$ cat src/rtl/instr_fetch_unit_if.sv
// Fetch-stage bus: instruction memory request/acknowledge, decode-side
// issue handshake and the branch redirect from execute.
// master = fetch unit, slave = memory/decode/execute side.
interface instr_fetch_unit_if;
  logic        imem_req;
  logic [15:0] imem_addr;
  logic        imem_ack;
  logic [15:0] imem_rdata;
  logic        instr_valid;
  logic        instr_ready;
  logic [15:0] instr;
  logic [3:0]  opcode;
  logic [15:0] pc_out;
  logic        branch_taken;
  logic [15:0] branch_target;
  logic        halted;

  modport master (
    output imem_req, imem_addr, instr_valid, instr, opcode, pc_out, halted,
    input  imem_ack, imem_rdata, instr_ready, branch_taken, branch_target
  );

  modport slave (
    input  imem_req, imem_addr, instr_valid, instr, opcode, pc_out, halted,
    output imem_ack, imem_rdata, instr_ready, branch_taken, branch_target
  );
endinterface

$ cat src/rtl/instr_fetch_unit.sv
// Instruction fetch stage for the 16-bit CPU. Owns the PC, keeps at most one
// instruction-memory request outstanding and holds each fetched word, its
// opcode and its PC until decode accepts it. A branch redirect squashes the
// held word or the in-flight request (the request itself is never withdrawn).
// Optional feature macro: FETCH_HALT_EN -- stop fetching once an instruction
// with opcode 4'hE has been accepted by decode; only reset leaves HALT.
//
// state   | meaning
// S_IDLE  | one cycle after reset, no request yet
// S_FETCH | request outstanding at imem_addr
// S_ISSUE | instruction held for decode (instr_valid=1)
// S_HALT  | fetch stopped, halted=1 (FETCH_HALT_EN builds only)
module instr_fetch_unit #(
  parameter logic [15:0] RESET_PC = 16'h0000,
  parameter logic [15:0] PC_STEP  = 16'h0002
) (
  input logic                clk_i,
  input logic                rst_i,
  instr_fetch_unit_if.master fetch_if
);

`ifdef FETCH_HALT_EN
  typedef enum logic [1:0] {S_IDLE, S_FETCH, S_ISSUE, S_HALT} state_t;
`else
  typedef enum logic [1:0] {S_IDLE, S_FETCH, S_ISSUE} state_t;
`endif

  state_t      state_q, state_d;
  logic [15:0] pc_q, pc_d;
  logic [15:0] addr_q, addr_d;
  logic        req_q, req_d;
  logic        squash_q, squash_d;
  logic        valid_q, valid_d;
  logic [15:0] instr_q, instr_d;
  logic [3:0]  opcode_q, opcode_d;
  logic [15:0] pc_out_q, pc_out_d;
  logic        new_req;
`ifdef FETCH_HALT_EN
  logic        halted_q, halted_d;
`endif

  // Next-state decode; every output is taken from a register below.
  always_comb begin
    state_d  = state_q;
    pc_d     = pc_q;
    addr_d   = addr_q;
    squash_d = squash_q;
    valid_d  = valid_q;
    instr_d  = instr_q;
    opcode_d = opcode_q;
    pc_out_d = pc_out_q;
`ifdef FETCH_HALT_EN
    halted_d = halted_q;
`endif
    new_req  = 1'b0;

    unique case (state_q)
      S_IDLE: begin
        if (fetch_if.branch_taken) pc_d = fetch_if.branch_target;
        state_d = S_FETCH;
        new_req = 1'b1;
      end

      S_FETCH: begin
        if (fetch_if.imem_ack) begin
          squash_d = 1'b0;
          if (fetch_if.branch_taken) begin
            // data of this ack belongs to the old path: drop it, refetch
            pc_d    = fetch_if.branch_target;
            new_req = 1'b1;
          end else if (squash_q) begin
            // pc_q already holds the redirect target
            new_req = 1'b1;
          end else begin
            instr_d  = fetch_if.imem_rdata;
            opcode_d = fetch_if.imem_rdata[15:12];
            pc_out_d = addr_q;
            pc_d     = pc_q + PC_STEP;
            valid_d  = 1'b1;
            state_d  = S_ISSUE;
          end
        end else if (fetch_if.branch_taken) begin
          // request stays up at the old address until its ack arrives
          pc_d     = fetch_if.branch_target;
          squash_d = 1'b1;
        end
      end

      S_ISSUE: begin
        if (fetch_if.branch_taken) begin
          valid_d = 1'b0;
          pc_d    = fetch_if.branch_target;
          state_d = S_FETCH;
          new_req = 1'b1;
        end else if (fetch_if.instr_ready) begin
          valid_d = 1'b0;
`ifdef FETCH_HALT_EN
          if (opcode_q == 4'hE) begin
            state_d  = S_HALT;
            halted_d = 1'b1;
          end else begin
            state_d = S_FETCH;
            new_req = 1'b1;
          end
`else
          state_d = S_FETCH;
          new_req = 1'b1;
`endif
        end
      end

`ifdef FETCH_HALT_EN
      S_HALT: begin
        state_d = S_HALT;
      end
`endif

      default: state_d = S_IDLE;
    endcase

    // the address only moves when a fresh request starts, so it is stable
    // for the whole life of a request
    if (new_req) addr_d = pc_d;
    req_d = (state_d == S_FETCH);
  end

  // State and output registers with synchronous active-high reset.
  always_ff @(posedge clk_i) begin
    if (rst_i) begin
      state_q  <= S_IDLE;
      pc_q     <= RESET_PC;
      addr_q   <= RESET_PC;
      req_q    <= 1'b0;
      squash_q <= 1'b0;
      valid_q  <= 1'b0;
      instr_q  <= 16'h0000;
      opcode_q <= 4'h0;
      pc_out_q <= 16'h0000;
`ifdef FETCH_HALT_EN
      halted_q <= 1'b0;
`endif
    end else begin
      state_q  <= state_d;
      pc_q     <= pc_d;
      addr_q   <= addr_d;
      req_q    <= req_d;
      squash_q <= squash_d;
      valid_q  <= valid_d;
      instr_q  <= instr_d;
      opcode_q <= opcode_d;
      pc_out_q <= pc_out_d;
`ifdef FETCH_HALT_EN
      halted_q <= halted_d;
`endif
    end
  end

  assign fetch_if.imem_req    = req_q;
  assign fetch_if.imem_addr   = addr_q;
  assign fetch_if.instr_valid = valid_q;
  assign fetch_if.instr       = instr_q;
  assign fetch_if.opcode      = opcode_q;
  assign fetch_if.pc_out      = pc_out_q;
`ifdef FETCH_HALT_EN
  assign fetch_if.halted      = halted_q;
`else
  assign fetch_if.halted      = 1'b0;
`endif

endmodule

$ cat src/flat_wrapper.sv
// flat-port wrapper written by rule: the top's interface ports become plain ports
module instr_fetch_unit_flat 
#(
  parameter logic [15:0] RESET_PC = 16'h0000,
  parameter logic [15:0] PC_STEP  = 16'h0002
)
  (clk_i, rst_i, fetch_if_imem_req, fetch_if_imem_addr, fetch_if_instr_valid, fetch_if_instr, fetch_if_opcode, fetch_if_pc_out, fetch_if_halted, fetch_if_imem_ack, fetch_if_imem_rdata, fetch_if_instr_ready, fetch_if_branch_taken, fetch_if_branch_target);
  instr_fetch_unit_if fetch_if_i ();
  input logic clk_i;
  input logic rst_i;
  output wire logic [$bits(fetch_if_i.imem_req)-1:0] fetch_if_imem_req;
  output wire logic [$bits(fetch_if_i.imem_addr)-1:0] fetch_if_imem_addr;
  output wire logic [$bits(fetch_if_i.instr_valid)-1:0] fetch_if_instr_valid;
  output wire logic [$bits(fetch_if_i.instr)-1:0] fetch_if_instr;
  output wire logic [$bits(fetch_if_i.opcode)-1:0] fetch_if_opcode;
  output wire logic [$bits(fetch_if_i.pc_out)-1:0] fetch_if_pc_out;
  output wire logic [$bits(fetch_if_i.halted)-1:0] fetch_if_halted;
  input wire logic [$bits(fetch_if_i.imem_ack)-1:0] fetch_if_imem_ack;
  input wire logic [$bits(fetch_if_i.imem_rdata)-1:0] fetch_if_imem_rdata;
  input wire logic [$bits(fetch_if_i.instr_ready)-1:0] fetch_if_instr_ready;
  input wire logic [$bits(fetch_if_i.branch_taken)-1:0] fetch_if_branch_taken;
  input wire logic [$bits(fetch_if_i.branch_target)-1:0] fetch_if_branch_target;
  assign fetch_if_imem_req = fetch_if_i.imem_req;
  assign fetch_if_imem_addr = fetch_if_i.imem_addr;
  assign fetch_if_instr_valid = fetch_if_i.instr_valid;
  assign fetch_if_instr = fetch_if_i.instr;
  assign fetch_if_opcode = fetch_if_i.opcode;
  assign fetch_if_pc_out = fetch_if_i.pc_out;
  assign fetch_if_halted = fetch_if_i.halted;
  assign fetch_if_i.imem_ack = fetch_if_imem_ack;
  assign fetch_if_i.imem_rdata = fetch_if_imem_rdata;
  assign fetch_if_i.instr_ready = fetch_if_instr_ready;
  assign fetch_if_i.branch_taken = fetch_if_branch_taken;
  assign fetch_if_i.branch_target = fetch_if_branch_target;
  instr_fetch_unit #(.RESET_PC(RESET_PC), .PC_STEP(PC_STEP)) u_core (.clk_i(clk_i), .rst_i(rst_i), .fetch_if(fetch_if_i));
endmodule
$ cat config.mk
export PLATFORM = sky130hd
export DESIGN_NAME = instr_fetch_unit_flat
export DESIGN_NICKNAME = d
export VERILOG_FILES = /design/src/rtl/instr_fetch_unit_if.sv /design/src/rtl/instr_fetch_unit.sv /design/src/flat_wrapper.sv
export SDC_FILE = /design/constraint.sdc
export NUM_CORES = 1
export LEC_CHECK = 0
export BUFFER_PORTS_ARGS = -buffer_cell sky130_fd_sc_hd__buf_2
export CAP_MARGIN = 30
export CORE_MARGIN = 10
export CORE_UTILIZATION = 55
export DETAILED_ROUTE_END_ITERATION = 10
export GPL_TIMING_DRIVEN = 0
export PLACE_DENSITY_LB_ADDON = 0.08
export REMOVE_ABC_BUFFERS = 1
export SETUP_SLACK_MARGIN = 0.1
export SLEW_MARGIN = 10
export SYNTH_ARGS = -nofsm -noshare
export SYNTH_HDL_FRONTEND = slang
export SYNTH_SLANG_ARGS = --single-unit
$ cat constraint.sdc
create_clock -name clk_i -period 3.4 [get_ports clk_i]
set_clock_uncertainty 0.05 [all_clocks]
set_input_delay 0.68 -clock clk_i [delete_from_list [all_inputs] [get_ports clk_i]]
set_output_delay 0.68 -clock clk_i [all_outputs]
set_load 0.03 [all_outputs]
### Word-level counts from Yosys, hierarchy flattened

Index checks and enable logic that the tools add are counted.

* flip-flop bits (word level): 73
* output and inout port bits: 55

* add/subtract/negate cells: 1
* equality and inequality tests: 7
* mux-type cells: 25
* bitwise operators: 2
* reduce and logical (&&, ||, !) cells: 7

Operators by type and width (count)
* 16-bit two-way mux: 4
* 16-bit case mux with 2 select lines: 1
* 16-bit by 2-bit adder with 16-bit output (second input constant): 1
* 1-bit two-way mux: 12
* 2-bit two-way mux: 5
* 2-bit != test (second input constant): 3
* 2-bit case mux with 3 select lines: 1
* 5-bit AND reduction: 1
* 2-bit by 1-bit equality test with 1-bit output (second input constant): 2
* 4-bit AND reduction: 1
* 2-bit nonzero test: 2
* 3-bit != test (second input constant): 1
* 1-bit case mux with 3 select lines: 1
* 2-bit equality test (second input constant): 1
* 2-bit logical NOT: 1
* 1-bit NOT: 2
* 1-bit case mux with 2 select lines: 1
* 2-bit AND reduction: 1
* 2-bit OR reduction: 1

### Longest topological paths before layout

* depth after elaboration: 5
* depth in mapped cells: 7

### Least setup slack after synthesis

OpenSTA, ideal clock, no wires.

* path type: in2reg
* start point: input fetch_if_branch_taken
* end point: register u_core.addr_q[2] (netlist: u_core.fetch_if.imem_addr[2])
* library setup time: 0.136 ns
* arrival time: 1.526 ns
* required time: 3.214 ns
* setup slack: 1.688 ns
* cell stages on the path: 5
* buffers on the path: 2
* cells stage by stage: buf_2 > buf_1 > a21oi_1 > a221oi_1 > a211oi_1

* word-level cells in the longest chain between the ends: 3
* elaborated cells between the ends (all ways): 8
* classes of those cells: mux (8)

Ends and longest elaborated chain
* from (decl): RTL line flat_wrapper.sv:21 `input wire logic [$bits(fetch_if_i.branch_taken)-1:0] fetch_if_branch_taken;`
* 1-bit two-way mux, or another cell as far along: RTL line instr_fetch_unit.sv:67 `if (fetch_if.branch_taken) begin`
* 1-bit two-way mux or 16-bit two-way mux (tied branches): RTL line instr_fetch_unit.sv:65 `if (fetch_if.imem_ack) begin`
* 1-bit case mux with 3 select lines or 16-bit case mux with 2 select lines (tied branches): RTL line instr_fetch_unit.sv:57 `unique case (state_q)`
* to (signal assigned): RTL line instr_fetch_unit.sv:145 `addr_q <= addr_d;`
* to (decl): RTL line instr_fetch_unit.sv:30 `logic [15:0] addr_q, addr_d;`

Parallel ways exist; a longest one is shown, timed or not.
A chain may end at the register's enable or synchronous reset.

### Final worst setup path

* start point: input fetch_if_branch_taken
* end point: register u_core.addr_q[15] (netlist: u_core.fetch_if.imem_addr[15])

Same word-level chain as after synthesis.

==> qor_table.md <==
| Stage | Quantity | Reported |
|---|---|---|
| status | Run status | complete, no violations |
| sta | RSZ-0062 raised after global routing | false |
| floorplan | Number of placement rows | 27 |
| synth | Count of unique library cells instantiated by Yosys | 54 |
| sta | Max-slew headroom | 55.3% |
| sta | Maximum operating frequency | 473 MHz |
| detailed routing | Number of design-rule violations left by the first detailed-router iteration | 165 |
| placement | Estimated wirelength of the detail-placed design | 5720 um |
| clocking | Longest Clk Path Bufs | 2 |
| floorplan | Total die area | 0.00903 mm^2 |
| synth | Total standard cell area after synthesis | 0.00310 mm^2 |
| final layout | # diodes | 0 |
| critical path | Cell-by-cell listing of the critical path | buf_2 > a21oi_1 > a21oi_2 > buf_6 > nor2_1 > a311oi_2 |
| critical path | Critical path data required time | 3.61 ns |
| critical path | Critical-path cell with the highest stage delay | sky130_fd_sc_hd__a21oi_2 |
| floorplan | Core Box Area | 0.00547 mm^2 |
| sta | Number of failing setup endpoints in the final timing report | 0 |
| sta | Total Neg Setup Slack | 0 ns |
| synth | Average instance area after synthesis | 8.17 um^2 |
| final layout | Number of fillers in the final layout | 468 |
| sta | Actual slew at the worst max-slew pin | 0.669 ns |
| clocking | Count of clock tree sinks | 69 |
| sta | Min setup slack post-route | 1.29 ns |
| critical path | Cell family contributing the most delay on the critical path | compound AO/OA/AOI/OAI gates |
| sta | Final number of max-transition violations | 0 |
| floorplan | Die height | 95.0 um |
| critical path | Worst Setup End Kind | flip-flop |
| detailed routing | Met3 layer wire length in the routed design | 690 um |
| critical path | Critical Path AT | 2.33 ns |
| final layout | Leading cell type in the layout, fill and taps excluded | sky130_fd_sc_hd__buf_2 |
| clocking | Clock transition at the registers of the reported paths | 0.07 ns |
| clocking | TritonCTS clock tree | done |
| sta | Final hold violation count | 0 |
| clocking | Clock network latency to the later pin of the worst-skew pair | 0.34 ns |
| detailed routing | Total via count in the routed design | 2839 |
| global route | GRT Resource Usage Total | 17.2% |
| final layout | Most frequent cells in the layout | sky130_fd_sc_hd__buf_2, sky130_fd_sc_hd__nand2_1, sky130_fd_sc_hd__dfxtp_1 |
| pwr | Leakage | 1.66 nW |
| detailed routing | Top layer used by detailed routing | met4 |
| critical path | Critical-path maximum fanout | 32 |
| detailed routing | Drc violations | 0 |
| global route | Remaining Overflow, GRT | 0 |
| critical path | Buf/Inv on CP | 2 |
| synth | Number of storage elements in the synthesis netlist | 69 |
| detailed routing | Sum of met2 wire segment lengths after detailed routing | 3700 um |
| pwr | P per Cell Area | 523 mW/mm^2 |
| placement | Port Buffers | 90 |
| synth | Number of flops mapped to enable cells by yosys | 0 |
| sta | Min Clock Period, post-route | 2.11 ns |
| floorplan | DIE WIDTH | 95.0 um |
| synth | Proportion of synthesized chip area in sequential cells | 44.6% |
| detailed routing | Total Wirelength | 7930 um |
| clocking | Level count of the clock H-tree | 3 |
| clocking | Number of gates given a new drive strength after cts | 0 |
| synth | Most frequently used flop master after synthesis | sky130_fd_sc_hd__dfxtp_1 |
| critical path | Worst Setup Start Kind | primary input |
| synth | Yosys warning total | 0 |
| clocking | Cts bufs inserted | 9 |
| detailed routing | Routed metal-1 wirelength | 3430 um |
| final layout | Final net count | 493 |
| placement | Placement Cell Area | 0.00357 mm^2 |
| global route | Wire length of the first global-routing pass | 12500 um |
| placement | Worst setup slack before clock tree synthesis | 0.975 ns |
| floorplan | Number of I/O pins | 92 |
| final layout | Share of layout cells above drive strength 1 | 27.2% |
| final layout | Signed area change from the synthesized netlist to the final layout | 23.2% |
| synth | Cells after Synth | 379 |
| run | Number of max-cap violations | 0 |
| placement | Final GP Congestion | 0.892 |
| detailed routing | TritonRoute pass-1 iters | 4 |
| detailed routing | DR WL/cell | 14.9 um |
| min path | Path class of the lowest-slack min-delay path | reg -> reg |
| final layout | Final std cell area, no fill | 0.00381 mm^2 |
| clocking | Root Buffer | sky130_fd_sc_hd__clkbuf_8 |
| clocking | Post-CTS setup-driven buffer insertion count | 0 |
| critical path | Critical setup path kind | in -> reg |
| critical path | Largest stage delay on the critical path | 0.52 ns |
| pwr | Maximum vdd ir drop | 329 uV |
| detailed routing | Vias per std cell | 5.34 |
| global route | Number of antenna violations at the first check in global routing | 0 |
| clocking | Number of hold buffers added after CTS | 0 |
| floorplan | Initial standard-cell utilization of the core | 56.6% |
| global route | Via count of the first global-routing pass | 2639 |
| sta | Final critical-path share of the clock period | 62.2% |
| detailed routing | Post-route ant nets | 0 |
| global route | Maximum number of pins on one net before global-route repair | 45 |
| synth | Share of flip-flops with an asynchronous set or reset after synthesis | 0% |
where the power goes:
part           internal [mW]  switching, mW
logic                  0.106          0.193
registers              0.854         0.0450
clock network          0.492          0.302
total                   1.45          0.540
logic make-up (layout without fill, tap and decap cells):
| kind of cell | after synthesis | count (layout) | synth area share (%) |
|---|---|---|---|
| xor+xnor | 10 | 10 | 2.83 |
| mux | 4 | 4 | 1.29 |
| other cells | 1 | 1 | 0.121 |
| compound gates | 97 | 97 | 19.2 |
| buf+inv | 34 | 115 | 5.46 |
| flops | 69 | 69 | 44.6 |
| fa+ha+maj | 1 | 1 | 0.404 |
| simple gates | 163 | 163 | 26.0 |
worst register-to-register path, cell delays in order, from the launching register on:
cell                       delay, ns
sky130_fd_sc_hd__dfxtp_1        0.68
sky130_fd_sc_hd__nand2b_1       0.20
sky130_fd_sc_hd__nor3_4         0.60
sky130_fd_sc_hd__buf_16         0.23
sky130_fd_sc_hd__nand2_1        0.08
sky130_fd_sc_hd__a21oi_1        0.12
synth_stat cells (2+ instances only):
cell,count,share of area [%]
sky130_fd_sc_hd__xor2_1,4,1.1
sky130_fd_sc_hd__nand3b_1,5,1.2
sky130_fd_sc_hd__nand3_1,3,0.48
sky130_fd_sc_hd__nand2_1,85,10
sky130_fd_sc_hd__nand2b_1,10,2.0
sky130_fd_sc_hd__a21oi_1,53,8.6
sky130_fd_sc_hd__dfxtp_1,69,45
sky130_fd_sc_hd__inv_1,5,0.61
sky130_fd_sc_hd__buf_2,12,1.9
sky130_fd_sc_hd__o21ai_1,2,0.32
sky130_fd_sc_hd__nor2_1,31,3.8
sky130_fd_sc_hd__o22ai_1,9,1.8
sky130_fd_sc_hd__a21o_1,3,0.73
sky130_fd_sc_hd__nor4_2,2,0.81
sky130_fd_sc_hd__o21ai_0,7,1.1
sky130_fd_sc_hd__buf_4,5,1.2
sky130_fd_sc_hd__xnor2_1,6,1.7
sky130_fd_sc_hd__a211oi_1,6,1.5
sky130_fd_sc_hd__nand4_1,3,0.61
sky130_fd_sc_hd__nor4_1,3,0.61
sky130_fd_sc_hd__nor3_1,8,1.3
sky130_fd_sc_hd__mux2i_1,4,1.3
sky130_fd_sc_hd__clkbuf_1,10,1.2
sky130_fd_sc_hd__or3_1,2,0.40
sky130_fd_sc_hd__o211ai_1,3,0.73
sequential cells by signal (all words and copies together), names as in the netlist:
| signal | cells |
|---|---|
| u_core.fetch_if.pc_out | 16 |
| u_core.pc_q | 16 |
| u_core.fetch_if.instr | 15 |
| u_core.fetch_if.imem_req | 1 |
| u_core.squash_q | 1 |
| u_core.state_q | 2 |
| u_core.fetch_if.imem_addr | 16 |
| u_core.fetch_if.instr_valid | 1 |
| u_core.fetch_if.opcode | 1 |
final timing paths:
kind	start	to	slack, ns	cells after the start
setup reg to reg	u_core.state_q[0]$_SDFF_PP0_	u_core.fetch_if.instr[8]$_SDFFE_PP0P_	1.37	5
hold reg to reg	u_core.fetch_if.instr[9]$_SDFFE_PP0P_	u_core.fetch_if.instr[9]$_SDFFE_PP0P_	0.40	2
hold / removal	u_core.fetch_if.instr[9]$_SDFFE_PP0P_	u_core.fetch_if.instr[9]$_SDFFE_PP0P_	0.40	2
setup / recovery	fetch_if_branch_taken	u_core.fetch_if.imem_addr[15]$_SDFFE_PP0P_	1.29	6
cell type report:
class / instances / area (um^2) / area share [%]
Clock buffer: 13 / 179 / 4.69
Clock inverter: 3 / 65.1 / 1.71
Inverter: 5 / 18.8 / 0.492
Multi-Input combinational cell: 276 / 1560 / 40.8
Sequential cell: 69 / 1380 / 36.2
Tap cell: 72 / 90.1 / 2.36
Timing Repair Buffer: 94 / 524 / 13.7
per-layer routing:
| layer | vias up | global-route usage, % |
|---|---|---|
| li1 | 1451 | - |
| met1 | 1294 | 20.5 |
| met2 | 84 | 28.1 |
| met3 | 10 | 5.58 |
| met4 | 0 | 7.11 |
| met5 | - | 0 |
stage by stage:
| stage | utilization, % | hold WS (ns) | power, mW | std cells |
|---|---|---|---|---|
| 2_1_floorplan | - | 0.406 | 1.10 | 350 |
| 3_3_place_gp | 63.7 | 0.388 | 1.20 | 512 |
| 3_5_place_dp | 65.2 | 0.393 | 1.22 | 516 |
| 4_1_cts | 69.7 | 0.403 | 2.01 | 532 |
| 5_1_grt | 69.7 | 0.422 | 2.07 | 532 |
| 6_report | 69.7 | 0.401 | 1.99 | 532 |
Note: power is estimated with default switching activity, not from simulation.
